--- config.mk ---
export PLATFORM = sky130hd
export DESIGN_NAME = dice_roll_arbiter_flat
export DESIGN_NICKNAME = d
export VERILOG_FILES = /design/src/rtl/dice_roll_arbiter_if.sv /design/src/rtl/dice_roll_arbiter.sv /design/src/flat_wrapper.sv
export SDC_FILE = /design/constraint.sdc
export NUM_CORES = 1
export LEC_CHECK = 0
export BUFFER_PORTS_ARGS = -buffer_cell sky130_fd_sc_hd__buf_2
export CAP_MARGIN = 20
export CORE_AREA = 2 2 45 47
export DETAILED_ROUTE_END_ITERATION = 7
export DIE_AREA = 0 0 47 49
export HOLD_SLACK_MARGIN = 0.02
export PLACE_DENSITY = 0.79
export SLEW_MARGIN = 20
export SYNTH_ARGS = -nofsm -noshare
export SYNTH_HDL_FRONTEND = slang
export SYNTH_SLANG_ARGS = --single-unit
--- constraint.sdc ---
create_clock -name clk -period 3 [get_ports clk]
set_input_delay 0.45 -clock clk [delete_from_list [all_inputs] [get_ports clk]]
set_output_delay 0.45 -clock clk [all_outputs]
set_load 0.02 [all_outputs]
--- src/rtl/dice_roll_arbiter_if.sv ---
// ============================================================================
// Module      : dice_roll_arbiter_if
// Description : Requester-side bundle for the dice roll arbiter.
// Revision    : 1.0  initial release
// ============================================================================
`default_nettype none

interface dice_roll_arbiter_if;
    logic [1:0] req;
    logic [1:0] ack;
    logic [2:0] face;
    logic       face_valid;
    logic       winner;
    logic       busy;

    modport master (
        output req,
        input  ack,
        input  face,
        input  face_valid,
        input  winner,
        input  busy
    );

    modport slave (
        input  req,
        output ack,
        output face,
        output face_valid,
        output winner,
        output busy
    );
endinterface

`default_nettype wire

--- src/rtl/dice_roll_arbiter.sv ---
// ============================================================================
// Module      : dice_roll_arbiter
// Description : Round-robin shared dice-face counter, LFSR-driven roll length.
// Revision    : 1.0  initial release
// ============================================================================
`default_nettype none

module dice_roll_arbiter #(
    parameter logic [7:0]  LFSR_SEED = 8'hA5,
    parameter int unsigned MIN_STEPS = 4
) (
    input  wire logic           clk,
    input  wire logic           reset,
    dice_roll_arbiter_if.slave  bus
);

    typedef enum logic [1:0] {
        S_IDLE = 2'd0,
        S_ROLL = 2'd1,
        S_DONE = 2'd2
    } state_t;

    localparam logic [4:0] c_MIN_STEPS = 5'(MIN_STEPS);

    state_t     r_state;
    logic [7:0] r_lfsr;
    logic [2:0] r_face;
    logic [4:0] r_steps;
    logic       r_grant;
    logic       r_winner;
    logic [1:0] r_ack;
    logic       r_face_valid;
    logic       r_busy;

    logic       w_lfsr_fb;
    logic       w_pick;
    logic [2:0] w_face_next;
    logic [4:0] w_steps_init;

    // x^8+x^6+x^5+x^4+1, shifting toward the MSB
    assign w_lfsr_fb    = r_lfsr[7] ^ r_lfsr[5] ^ r_lfsr[4] ^ r_lfsr[3];
    assign w_steps_init = c_MIN_STEPS + {1'b0, r_lfsr[3:0]};

    always_comb begin
        w_pick = 1'b0;
        if (bus.req == 2'b11) begin
            w_pick = ~r_winner;
        end else begin
            w_pick = bus.req[1];
        end
    end

    always_comb begin
        w_face_next = 3'd1;
        case (r_face)
            3'd1:    w_face_next = 3'd6;
            3'd6:    w_face_next = 3'd2;
            3'd2:    w_face_next = 3'd3;
            3'd3:    w_face_next = 3'd4;
            3'd4:    w_face_next = 3'd5;
            default: w_face_next = 3'd1;
        endcase
    end

    always_ff @(posedge clk) begin
        if (reset) begin
            r_state      <= S_IDLE;
            r_lfsr       <= LFSR_SEED;
            r_face       <= 3'd1;
            r_steps      <= 5'd0;
            r_grant      <= 1'b0;
            r_winner     <= 1'b1;
            r_ack        <= 2'b00;
            r_face_valid <= 1'b0;
            r_busy       <= 1'b0;
        end else begin
            r_lfsr <= {r_lfsr[6:0], w_lfsr_fb};
            case (r_state)
                S_IDLE: begin
                    if (bus.req != 2'b00) begin
                        r_grant <= w_pick;
                        r_steps <= w_steps_init;
                        r_busy  <= 1'b1;
                        r_state <= S_ROLL;
                    end
                end
                S_ROLL: begin
                    // Withdrawal by the granted requester discards the roll as-is
                    if (!bus.req[r_grant]) begin
                        r_busy  <= 1'b0;
                        r_state <= S_IDLE;
                    end else begin
                        r_face  <= w_face_next;
                        r_steps <= r_steps - 5'd1;
                        if (r_steps == 5'd1) begin
                            r_ack        <= r_grant ? 2'b10 : 2'b01;
                            r_face_valid <= 1'b1;
                            r_state      <= S_DONE;
                        end
                    end
                end
                S_DONE: begin
                    r_ack        <= 2'b00;
                    r_face_valid <= 1'b0;
                    r_busy       <= 1'b0;
                    r_winner     <= r_grant;
                    r_state      <= S_IDLE;
                end
                default: begin
                    r_ack        <= 2'b00;
                    r_face_valid <= 1'b0;
                    r_busy       <= 1'b0;
                    r_state      <= S_IDLE;
                end
            endcase
        end
    end

    assign bus.ack        = r_ack;
    assign bus.face       = r_face;
    assign bus.face_valid = r_face_valid;
    assign bus.winner     = r_winner;
    assign bus.busy       = r_busy;

endmodule

`default_nettype wire

--- src/flat_wrapper.sv ---
// flat-port wrapper written by rule: the top's interface ports become plain ports
module dice_roll_arbiter_flat 
#(
    parameter logic [7:0]  LFSR_SEED = 8'hA5,
    parameter int unsigned MIN_STEPS = 4
)
  (clk, reset, bus_req, bus_ack, bus_face, bus_face_valid, bus_winner, bus_busy);
  dice_roll_arbiter_if bus_i ();
  input  wire logic clk;
  input  wire logic reset;
  input wire logic [$bits(bus_i.req)-1:0] bus_req;
  output wire logic [$bits(bus_i.ack)-1:0] bus_ack;
  output wire logic [$bits(bus_i.face)-1:0] bus_face;
  output wire logic [$bits(bus_i.face_valid)-1:0] bus_face_valid;
  output wire logic [$bits(bus_i.winner)-1:0] bus_winner;
  output wire logic [$bits(bus_i.busy)-1:0] bus_busy;
  assign bus_i.req = bus_req;
  assign bus_ack = bus_i.ack;
  assign bus_face = bus_i.face;
  assign bus_face_valid = bus_i.face_valid;
  assign bus_winner = bus_i.winner;
  assign bus_busy = bus_i.busy;
  dice_roll_arbiter #(.LFSR_SEED(LFSR_SEED), .MIN_STEPS(MIN_STEPS)) u_core (.clk(clk), .reset(reset), .bus(bus_i));
endmodule
# == Word-level counts from Yosys, hierarchy flattened ==
# Index checks and enable logic that the tools add are counted.
# word_totals
out_inout_bits,8
inputBits,4
word_cells,61
register_bits,24
# classes
bitwise_logic,5
eq_ne,14
mux,21
n_reduce_logical,9
order_cmp,1
n_addsub,2
# ops
cell,count
3-bit case mux with 5 select lines,1
2-bit 2-to-1 mux,6
5-bit 2-to-1 mux,2
5-bit case mux with 2 select lines,1
2-bit case mux with 2 select lines,2
2-bit AND reduction,4
1-bit 2-to-1 mux,7
3-bit by 2-bit == test with 1-bit output (second input constant),2
3-bit == test (second input constant),2
2-bit by 1-bit != test with 1-bit output (second input constant),3
3-bit AND reduction,2
3-bit by 4-bit adder with 5-bit output (first input constant),1
5-bit by 1-bit == test with 1-bit output (second input constant),1
5-bit by 1-bit subtractor with 5-bit output (second input constant),1
2-bit == test (second input constant),2
1-bit case mux with 2 select lines,2
2-bit nonzero test,2
3-bit by 1-bit == test with 1-bit output (second input constant),1
3-bit != test (second input constant),1
1-bit XOR,3
2-bit by 1-bit == test with 1-bit output (second input constant),1
2-bit zero test,1
1-bit by 2-bit < comparator with 1-bit output (second input constant),1
2-bit != test (second input constant),1
1-bit inverter,2

# == Logic depth before layout (Yosys ltp) ==
# Gate-level depths: netlist (run 1).
# depth
word_depth,4
depth_mapped,6
ltp_nobuf,6

# == Least setup slack after synthesis (run 1) ==
# OpenSTA, ideal clock, no wires.
# synth_path
path_kind,register to register
from,register u_core.r_grant
to,"register u_core.r_face[0], in the netlist u_core.bus.face[0]"
required_ns,2.886
setup_time_ns,0.114
n_path_buf,0
path_slack_ns,1.658
arrival_ns,1.228
stages_incl_launch_ff,5
cell_sequence,dfxtp_1 -> mux2_4 -> and2_1 -> a21o_1 -> a21o_1
# synth_between
elab_chain_cells,3
# synth_lines
element,line,text
"start, declared",dice_roll_arbiter.sv:29,logic r_grant;
"start signal, assigned",dice_roll_arbiter.sv:81,r_grant <= w_pick;
1-bit 2-to-1 mux (not written as such) (2 in series),dice_roll_arbiter.sv:89,if (!bus.req[r_grant]) begin
2-bit AND reduction (no line),-,
"end signal, assigned",dice_roll_arbiter.sv:93,r_face <= w_face_next;
"end, declared",dice_roll_arbiter.sv:27,logic [2:0] r_face;
# Every way passes these cells. The select of a mux whose other input is x is not followed.
# A chain may end at the register's enable or synchronous reset.

# == Worst setup path after layout (run 1) ==
# layout_path
from,register u_core.r_state[0]
to,"register u_core.r_face[1], in the netlist u_core.bus.face[1]"
# layout_between
elab_chain_cells,2
# layout_lines
element,line,text
"start, declared",dice_roll_arbiter.sv:25,state_t r_state;
"start signal, assigned",dice_roll_arbiter.sv:67,r_state <= S_IDLE;
"start signal, assigned",dice_roll_arbiter.sv:84,r_state <= S_ROLL;
"start signal, assigned",dice_roll_arbiter.sv:91,r_state <= S_IDLE;
2-bit by 1-bit == test with 1-bit output,dice_roll_arbiter.sv:78,case (r_state)
2-bit AND reduction (no line),-,
# Every way passes these cells.

==> results.toml, run 1 <==
[status]
status = "finished clean"

[floorplanning]
die_w_microns = 47
row_count = 16
start_util_pct = 56.45
fp.dieArea_sq_mm = 0.002303
io_pins = 12
fp.dieH_microns = 49
core-area_sq_mm = 0.001842

[setup_path]
crit_chain = "nor2b_1 -> nand3_2 -> or3_1 -> a21oi_1"
start_kind = "register"
cp-end-kind = "register"
critical_path.startpoint = "u_core.r_state[0]"
critPathArrivalTime_ps = 1910
critPathKind = "register to register"
slowest_delay_ps = 540
crit_fanout = 10
r2r_slack_ps = 1340
reg2reg_depth = 4
critical-path-top-delay-family = "simple AND/OR/NAND/NOR gates"
r2r-end = "u_core.bus.face[1]"
r2r-start = "u_core.r_state[0]"
slowest_stage = "nor2b_1"
path_buf_inv = 0
cp.required_ps = 3250

[clock_tree]
cts-root-to-sink-buffers = 2
cts_sinks = 24
root_buffer = "clkbuf_4"
cts-hold-fix-buffers = 0
postCtsSetupRepairBufs = 0
clkLatencyLatePin_ps = 310
tritoncts = "built"
htreeDepth = 1
cts_resized = 0
cts_buffers = 3
path_clk_slew_ps = 120

[power_and_ir_drop]
power_per_cell_area_mw_per_mm2 = 581.6
power.total_uw = 668.7
peakVddDrop_uv = 390.7
p_leak_nw = 0.4613

[synth]
netlist_area_sq_mm = 0.001040
synthCells = 113
ys_seq_elements = 24
synth_cell_type_count = 36
postSynthAreaPerCell_sq_um = 9.201
ys.warnings.count = 0
ys_seq_area_share_pct = 46.21
synth_fp_nets = 120

[sta]
finalSetupViolations = 0
max_slew.worst_pin.slew_ps = 606.5
finalCritPeriodShare_pct = 55.24
hold_viol = 0
clock_skew_ps = 3.494
fmaxAchievable_ghz = 0.6034
max_slew_margin_pct = 59.48
fin_crit_ps = 1657
maxSlewViolCount = 0
rsz0062_at_grt = "no"
final.setup.tns_ps = 0

[global_routing]
grt_pass1_wl_microns = 3077
overflow = 0
grt.total_usage_pct = 18.41
grt_start_max_net_pins = 25
antenna_found_initial = 0
first_global_vias = 697

[detailed_routing]
vias = 814
avgRoutedWirePerCell_microns = 12.27
wl_microns = 1865
drt_iter0_drc = 6
via_per_inst = 5.355
ant_nets = 0
drc = 0
firstDrtPassIters = 4

[run]
maxCapViolations = 0

[placed_design]
dp_cells = 148
io_buffer_count = 11
gp_congestion = 0.8697
detailed_place_hpwl_microns = 1323

[finish]
drive_gt1_share_pct = 20.00
antennaDiodeCount = 0
final-instance-count-excl-fill = 152
multi_input_comb_area_sq_um = 533.0
final_net_count = 133
syn2layout_area_growth_pct = 10.59
seq_area_sq_um = 480.5
fillers = 173

[worst_hold_path]
min_path_type = "register to register"
min_path_cells = 1
min_from = "u_core.r_lfsr[6]"
min_to = "u_core.r_lfsr[7]"
[per-layer routing]
layer | GRT usage [%] | vias up | share of wire, %
met5 | 0 | - | 0
met3 | 4.444 | 4 | 2.7
li1 | - | 418 | -
met1 | 26.29 | 380 | 48
met2 | 25.80 | 12 | 47
met4 | 8.333 | 0 | 2.1
[stage by stage]
step	area, sq um	hold slack, ps	util (%)	setup slack [ps]
global route	1150	448.4	62.43	1202
floorplan	1040	389.5	-	1658
global placement	1114	393.3	60.46	1441
CTS	1150	428.2	62.43	1358
detailed placement	1114	398.5	60.46	1382
finish	1150	424.4	62.43	1343
[layout make-up]
| cell class | instances | share of cell area (%) |
|---|---|---|
| Clock buffer | 4 | 3.156 |
| Inverter | 3 | 0.9793 |
| Timing Repair Buffer | 11 | 4.788 |
| Multi-Input combinational cell | 83 | 46.35 |
| Tap cell | 27 | 2.938 |
| Sequential cell | 24 | 41.78 |
[where the power goes]
group	total, mW	switching [mW]	internal (mW)
Sequential	0.372	0.0252	0.347
Clock	0.167	0.0929	0.0742
Combinational	0.129	0.0704	0.0588
Total	0.669	0.189	0.480
[cell usage in the layout (no fill, tap or decap), types with 3 or more instances in the layout]
master / count
o21ai_0: 6
or2_2: 3
nor2b_1: 6
ha_1: 3
nand2_1: 9
nand2b_1: 4
buf_2: 11
dfxtp_1: 24
a21oi_1: 10
clkbuf_4: 3
nor2_1: 12
inv_1: 3
[synthesized netlist by cell type]
| cell type | instances | area (sq um) |
|---|---|---|
| nand4b_1 | 1 | 8.760 |
| or2_2 | 3 | 18.77 |
| a21boi_1 | 1 | 7.510 |
| dfxtp_1 | 24 | 480.5 |
| a21o_2 | 2 | 17.52 |
| buf_4 | 1 | 7.510 |
| a32oi_1 | 2 | 17.52 |
| o21ai_0 | 6 | 30.03 |
| or2_1 | 1 | 6.260 |
| xnor2_1 | 1 | 8.760 |
| ha_1 | 3 | 37.54 |
| nand2_1 | 9 | 33.78 |
| nor2b_1 | 6 | 37.54 |
| a211oi_1 | 2 | 15.01 |
| o21bai_1 | 2 | 15.01 |
| nor2_1 | 12 | 45.04 |
| a2bb2oi_1 | 1 | 8.760 |
| nand3b_1 | 1 | 7.510 |
| a21o_1 | 2 | 15.01 |
| a21oi_1 | 10 | 50.05 |
| a31oi_1 | 1 | 6.260 |
| nand2b_1 | 4 | 25.02 |
| or3_1 | 1 | 6.260 |
| nor3_1 | 1 | 5.000 |
| nand3_1 | 1 | 5.000 |
| and2_1 | 1 | 6.260 |
| mux2_4 | 1 | 15.01 |
| nor4b_2 | 1 | 15.01 |
| xor2_1 | 2 | 17.52 |
| clkbuf_1 | 2 | 7.510 |
| nand3_2 | 1 | 10.01 |
| inv_1 | 3 | 11.26 |
| a211o_2 | 1 | 10.01 |
| nor3b_1 | 1 | 7.510 |
| a211o_1 | 1 | 8.760 |
| o221ai_2 | 1 | 15.01 |
[registers in the layout, indices dropped and copies added, names as in the netlist]
name and count:
u_core.r_lfsr 8, u_core.r_steps 5, u_core.bus.face 3, u_core.bus.ack 2
u_core.r_state 2, u_core.bus.busy 1, u_core.bus.face_valid 1, u_core.bus.winner 1
u_core.r_grant 1
[cells by family (layout without fill, tap and decap cells)]
logic type / Yosys count / after routing / share of synthesized area (%)
AOI/OAI and AO/OA: 32 / 32 / 20.82
buffers and inverters: 6 / 18 / 2.528
and+or+nand+nor: 44 / 44 / 22.86
adders and majority gates: 3 / 3 / 3.610
muxes: 1 / 1 / 1.444
xor gates and xnor gates: 3 / 3 / 2.528
DFF: 24 / 24 / 46.21
[how the worst max path moves through the flow]
stage                    endpoint  slack, ps  depth (start not counted)
2_1_floorplan  u_core.bus.face[0]       1660                          4
3_3_place_gp   u_core.bus.face[1]       1440                          4
3_5_place_dp   u_core.bus.face[0]       1380                          4
4_1_cts        u_core.bus.face[1]       1360                          4
5_1_grt        u_core.bus.face[1]       1200                          4
6_report       u_core.bus.face[1]       1340                          4
Power figures use the tool's default switching activity.
==> run 2: changes to the inputs <==
--- a/config.mk
+++ b/config.mk
@@ -5,13 +5,14 @@
 export SDC_FILE = /design/constraint.sdc
 export NUM_CORES = 1
 export LEC_CHECK = 0
+export ABC_AREA = 1
 export BUFFER_PORTS_ARGS = -buffer_cell sky130_fd_sc_hd__buf_2
 export CAP_MARGIN = 20
-export CORE_AREA = 2 2 45 47
+export CORE_AREA = 2 2 59 44
 export DETAILED_ROUTE_END_ITERATION = 7
-export DIE_AREA = 0 0 47 49
+export DIE_AREA = 0 0 61 46
 export HOLD_SLACK_MARGIN = 0.02
-export PLACE_DENSITY = 0.79
+export PLACE_DENSITY = 0.7
 export SLEW_MARGIN = 20
 export SYNTH_ARGS = -nofsm -noshare
 export SYNTH_HDL_FRONTEND = slang
==> constraint.sdc (replaced) <==
create_clock -name clk -period 1.4 [get_ports clk]
set_input_delay 0.21 -clock clk [delete_from_list [all_inputs] [get_ports clk]]
set_output_delay 0.21 -clock clk [all_outputs]
set_load 0.02 [all_outputs]
==> run 2 against run 1 <==
Compared with the run above:
- setup slack got worse by 1200 ps
- synthesized area is 2.9% higher
- count of clock-buffer cells in the layout shrank 1
- highest routed layer unchanged
- largest cell class unchanged
==> results.toml, run 2 <==
[status]
status = "finished clean"

[placed_design]
dp_cells = 185
placed_area_sq_mm = 0.001159
preCtsSetupSlack_ps = 137.7
detailed_place_hpwl_microns = 1492
io_buffer_count = 11
gp_congestion = 0.8187

[setup_path]
path_buf_inv = 3
reg2reg_depth = 8
r2r_slack_ps = 130
slowest_delay_ps = 340
crit_chain = "inv_1 -> ha_1 -> nand2_1 -> nor2_1 -> inv_1 -> nor2_4 -> inv_1 -> a21oi_1"
cp-end-kind = "register"
crit_top_cell = "inv_1"
crit_fanout = 4
r2r-start = "u_core.r_steps[1]"
slowest_stage = "dfxtp_1"
cp.required_ps = 1650
critical-path-top-delay-family = "flip-flops"
critPathArrivalTime_ps = 1520
critPathKind = "register to register"
r2r-end = "u_core.bus.face_valid"
start_kind = "register"

[global_routing]
grt.total_usage_pct = 15.95
grt_start_max_net_pins = 20
grt_pass1_wl_microns = 3194
overflow = 0
first_global_vias = 765
antenna_found_initial = 0

[synth]
ys.warnings.count = 0
ys_seq_elements = 24
post-synth-top-count-cell = "dfxtp_1"
synth_top_area_cell = "dfxtp_1"
synth.top_cell.area_share_pct = 44.91
postSynthAreaPerCell_sq_um = 7.534
synth_area_leaders = "dfxtp_1 45%, nand2_1 8.1%, nor2_1 7.0%"
synthArstFlopShare_pct = 0
netlist_area_sq_mm = 0.001070
synth_cell_type_count = 24
ys_seq_area_share_pct = 44.91
synth_common_cells = "24 x dfxtp_1, 23 x nand2_1, 20 x nor2_1"
synth-edff-count = 0
synthCells = 142
ys.flop_type = "dfxtp_1"
synth_fp_nets = 149

[floorplanning]
io_pins = 12
core-area_sq_mm = 0.002308
fp.dieH_microns = 46
fp.dieArea_sq_mm = 0.002806
die_w_microns = 61
row_count = 15
start_util_pct = 46.34

[finish]
design_area_sq_mm = 0.001212
antennaDiodeCount = 0
regMostFlops = "u_core.r_lfsr"
drive_gt1_share_pct = 20.00
seq_area_sq_um = 481.7
layout.cells.most_common_list = "23 x nand2_1, 23 x dfxtp_1, 20 x nor2_1"
syn2layout_area_growth_pct = 13.33
largest_register_ffs = 8
post-route-util_pct = 52.52
fillers = 232
final-instance-count-excl-fill = 189
multi_input_comb_area_sq_um = 498.0
final_net_count = 163

[detailed_routing]
drt_iter0_drc = 66
drc = 0
vias = 884
via_per_inst = 4.677
ant_nets = 0
avgRoutedWirePerCell_microns = 10.51
firstDrtPassIters = 4
wl_microns = 1987

[worst_hold_path]
min_to = "u_core.r_grant"
min_path_cells = 3
min_from = "bus_req[1]"
min_path_type = "input pin to register"

[clock_tree]
cts_sinks = 24
cts-hold-fix-buffers = 0
cts_buffers = 3
htreeDepth = 1
cts_resized = 0
root_buffer = "clkbuf_4"
cts-root-to-sink-buffers = 2
postCtsSetupRepairBufs = 0
path_clk_slew_ps = 130
tritoncts = "built"
clkLatencyLatePin_ps = 320

[run]
maxCapViolations = 0

[sta]
hold_viol = 0
fin_crit_ps = 1268
finalCritPeriodShare_pct = 90.56
max_slew_margin_pct = 78.83
clock_skew_ps = 9.300
setup_ws_ps = 132.2
rsz0062_at_grt = "no"
final.setup.tns_ps = 0
fmaxAchievable_ghz = 0.7888
hold_ws_ps = 189.9
max_slew.worst_pin.slew_ps = 317.6
maxSlewViolCount = 0
finalSetupViolations = 0

[power_and_ir_drop]
p_leak_nw = 0.5632
power_per_cell_area_mw_per_mm2 = 1313
power.total_mw = 1.592
peakVddDrop_uv = 703.0
-- run 2: cell count changes after synthesis, moves of 4 or more --
cell / previous run / this run
nand3_1: 1 / 11
o21ai_0: 6 / 11
nand2_1: 9 / 23
nor2b_1: 6 / 0
inv_1: 3 / 17
nand2b_1: 4 / 0
nor2_1: 12 / 20
-- run 2: cell type report --
cell class              instances  share of cell area, %
well taps                      34                  3.509
flip-flops and latches         24                  39.73
repair buffers                 11                  4.541
inverters                      21                  6.811
multi-input cells              95                  41.07
clock buffers                   3                  1.858
clock inverters                 1                  2.477
-- run 2: layer usage --
layer | part of all wire [%] | wire [microns] | vias up | track usage (%)
met5 | 0 | 0 | - | 0
met2 | 43 | 848 | 14 | 23.87
li1 | - | - | 476 | -
met1 | 52 | 1027 | 390 | 21.23
met3 | 4.1 | 81 | 4 | 5.114
met4 | 1.5 | 29 | 0 | 6.522
-- run 2: power breakdown --
group          internal (mW)  switching [mW]
registers              0.743          0.0480
clock network          0.290           0.209
logic                  0.113           0.190
-- run 2: worst max path at each step --
| stage | from | to | slack (ps) | cells past startpoint |
|---|---|---|---|---|
| 3_3_place_gp | u_core.r_state[1] | u_core.r_steps[1] | 200 | 8 |
| 4_1_cts | u_core.r_steps[0] | u_core.r_steps[2] | 120 | 8 |
| 6_report | u_core.r_steps[1] | u_core.bus.face_valid | 130 | 8 |
| 3_5_place_dp | u_core.r_steps[0] | u_core.r_steps[2] | 140 | 8 |
| 5_1_grt | u_core.r_steps[1] | u_core.bus.face_valid | 20 | 8 |
| 2_1_floorplan | u_core.r_steps[0] | u_core.r_steps[2] | 250 | 8 |
-- run 2: cell families (layout without fill, tap and decap cells) --
logic type,after synthesis,count (layout),share of synthesized area (%)
xor+xnor,2,2,1.638
fa+ha+maj,3,3,3.509
flops,24,24,44.91
compound gates,25,25,13.33
buf+inv,23,36,8.537
simple gates,65,65,28.07
-- run 2: worst register-to-register path, delay by kind of cell, from the launching register on --
kind	cells	cell delay, ps
adder cells (fa/ha/maj)	1	160
flip-flops	1	340
buffers and inverters	3	280
AND/OR/NAND/NOR	3	290
AO/OA/AOI/OAI	1	140
==> run 3: changes to the inputs <==
--- a/config.mk
+++ b/config.mk
@@ -8,11 +8,10 @@
 export ABC_AREA = 1
 export BUFFER_PORTS_ARGS = -buffer_cell sky130_fd_sc_hd__buf_2
 export CAP_MARGIN = 20
-export CORE_AREA = 2 2 59 44
+export CORE_AREA = 2 2 65 49
 export DETAILED_ROUTE_END_ITERATION = 7
-export DIE_AREA = 0 0 61 46
+export DIE_AREA = 0 0 67 51
 export HOLD_SLACK_MARGIN = 0.02
-export PLACE_DENSITY = 0.7
 export SLEW_MARGIN = 20
 export SYNTH_ARGS = -nofsm -noshare
 export SYNTH_HDL_FRONTEND = slang
==> run 3 against run 2 <==
Compared with the run above:
- highest routed layer unchanged
- cell count grew 2.1%
- via count grew 2.6%
- register-to-register slack is essentially flat
- critical path depth shrank 2
- first-iteration DRC count shrank 18%
- hold slack gained 81 ps
- core utilization shrank 10 points
- largest cell class unchanged
- routed wire length grew 3.3%
- non-clock buffer count is the same
==> results.toml, run 3 (synthesized netlist as in run 2, its figures left out) <==
[status]
status = "finished clean"

[power_and_ir_drop]
p_seq_share_pct = 50.2
p_switching_uw = 461.3
peakVddDrop_uv = 686.9
power_per_cell_area_mw_per_mm2 = 1285
switching_share_pct = 29.36
comb_power_share_pct = 19.8
pwr-share-clk_pct = 30.0
p_int_mw = 1.110
p_leak_nw = 0.5630

[detailed_routing]
drc = 0
ant_nets = 0
wl_microns = 2053
firstDrtPassIters = 4
via_per_inst = 4.699
avgRoutedWirePerCell_microns = 10.64
drt_iter0_drc = 54
vias = 907

[setup_path]
start_kind = "register"
critPathArrivalTime_ps = 1450
cp-end-kind = "register"
cp.required_ps = 1570
crit_fanout = 7
critPathKind = "register to register"

[finish]
syn2layout_area_growth_pct = 14.27
antennaDiodeCount = 0
seq_area_sq_um = 481.7
final-instance-count-excl-fill = 193
multi_input_comb_area_sq_um = 500.5
final_net_count = 163
largest_register_ffs = 8
regMostFlops = "u_core.r_lfsr"
fillers = 320
layout.cells.most_common_list = "23 x nand2_1, 23 x dfxtp_1, 20 x nor2_1"
drive_gt1_share_pct = 20.65

[global_routing]
grt.total_usage_pct = 13.07
grt_pass1_wl_microns = 3374
overflow = 0
antenna_found_initial = 0
grt_start_max_net_pins = 20
first_global_vias = 816

[floorplanning]
die_w_microns = 67
core-area_sq_mm = 0.002893
io_pins = 12
fp.dieArea_sq_mm = 0.003417
start_util_pct = 36.98
fp.dieH_microns = 51
row_count = 17

[sta]
finalSetupViolations = 0
final.setup.tns_ps = 0
fmaxAchievable_ghz = 0.7831
max_slew_margin_pct = 79.30
maxSlewViolCount = 0
finalCritPeriodShare_pct = 91.21
fin_crit_ps = 1277
max_slew.worst_pin.slew_ps = 309.3
clock_skew_ps = 8.699
setup_ws_ps = 123.0
rsz0062_at_grt = "no"
hold_viol = 0

[clock_tree]
clkLatencyLatePin_ps = 270
cts_sinks = 24
root_buffer = "clkbuf_8"
cts-root-to-sink-buffers = 2
postCtsSetupRepairBufs = 0
cts-hold-fix-buffers = 0
cts_buffers = 3
path_clk_slew_ps = 90
tritoncts = "built"
htreeDepth = 1

[placed_design]
gp_congestion = 0.7961
preCtsSetupSlack_ps = 63.45
detailed_place_hpwl_microns = 1561
io_buffer_count = 11
dp_cells = 189

[worst_hold_path]
min_path_type = "input pin to register"

[run]
maxCapViolations = 0
[run 3: cell types whose count changed in the layout (fill, tap and decap cells not counted), sizes merged]
cell	change
clkbuf	+1
bufinv	-1
[run 3: routing by layer]
metal	global-route usage [%]	share of wire [%]	vias to the layer above
li1	-	-	475
met1	16.53	48	409
met2	21.29	45	20
met3	5.286	6.2	3
met4	2.041	0.83	0
met5	0	0	-
[run 3: worst max-delay path, stage by stage (launching register included)]
cell and delay, ps:
dfxtp_1 370, nor2_1 270, o21ai_4 140, nand2_4 130
clkinv_2 80, nor2_1 130, nor2_1 50
[run 3: power by group through the flow]
stage	Clock [mW]	Combinational, mW	Sequential (mW)
6_report	0.472	0.311	0.788
3_5_place_dp	0	0.307	0.802
4_1_cts	0.481	0.309	0.787
5_1_grt	0.518	0.351	0.796
2_1_floorplan	0	0.226	0.808
3_3_place_gp	0	0.298	0.801
[run 3: repair_timing]
item                                    CTS  global route
endpoints found under the setup margin    0             1
gates resized for setup                   0             3
hold endpoints to repair                  0             0
[run 3: cell type report]
cell class	instances	share of cell area, %
timing repair buffer	11	4.504
sequential	24	39.41
clock buffer	4	4.504
tap	38	3.889
inverter	21	6.755
multi-input combinational	95	40.94
[run 3: stage by stage]
stage / power (mW) / utilization (%) / area, sq um / hold WS, ps
5_1_grt: 1.666 / 42.26 / 1222 / 301.2
4_1_cts: 1.578 / 42.13 / 1219 / 275.8
6_report: 1.571 / 42.26 / 1222 / 270.5
2_1_floorplan: 1.034 / - / 1070 / 375.3
3_3_place_gp: 1.099 / 40.22 / 1164 / 399.4
3_5_place_dp: 1.110 / 40.22 / 1164 / 403.4
[run 3: worst paths after layout]
kind	startpoint	to	slack, ps	cells after the start
worst max-delay path	u_core.r_state[0]	u_core.r_steps[2]	120	6
worst min-delay path	bus_req[1]	u_core.r_grant	270	3
worst max register to register	u_core.r_state[0]	u_core.r_steps[2]	120	6
worst min register to register	u_core.r_lfsr[0]	u_core.r_lfsr[1]	430	2
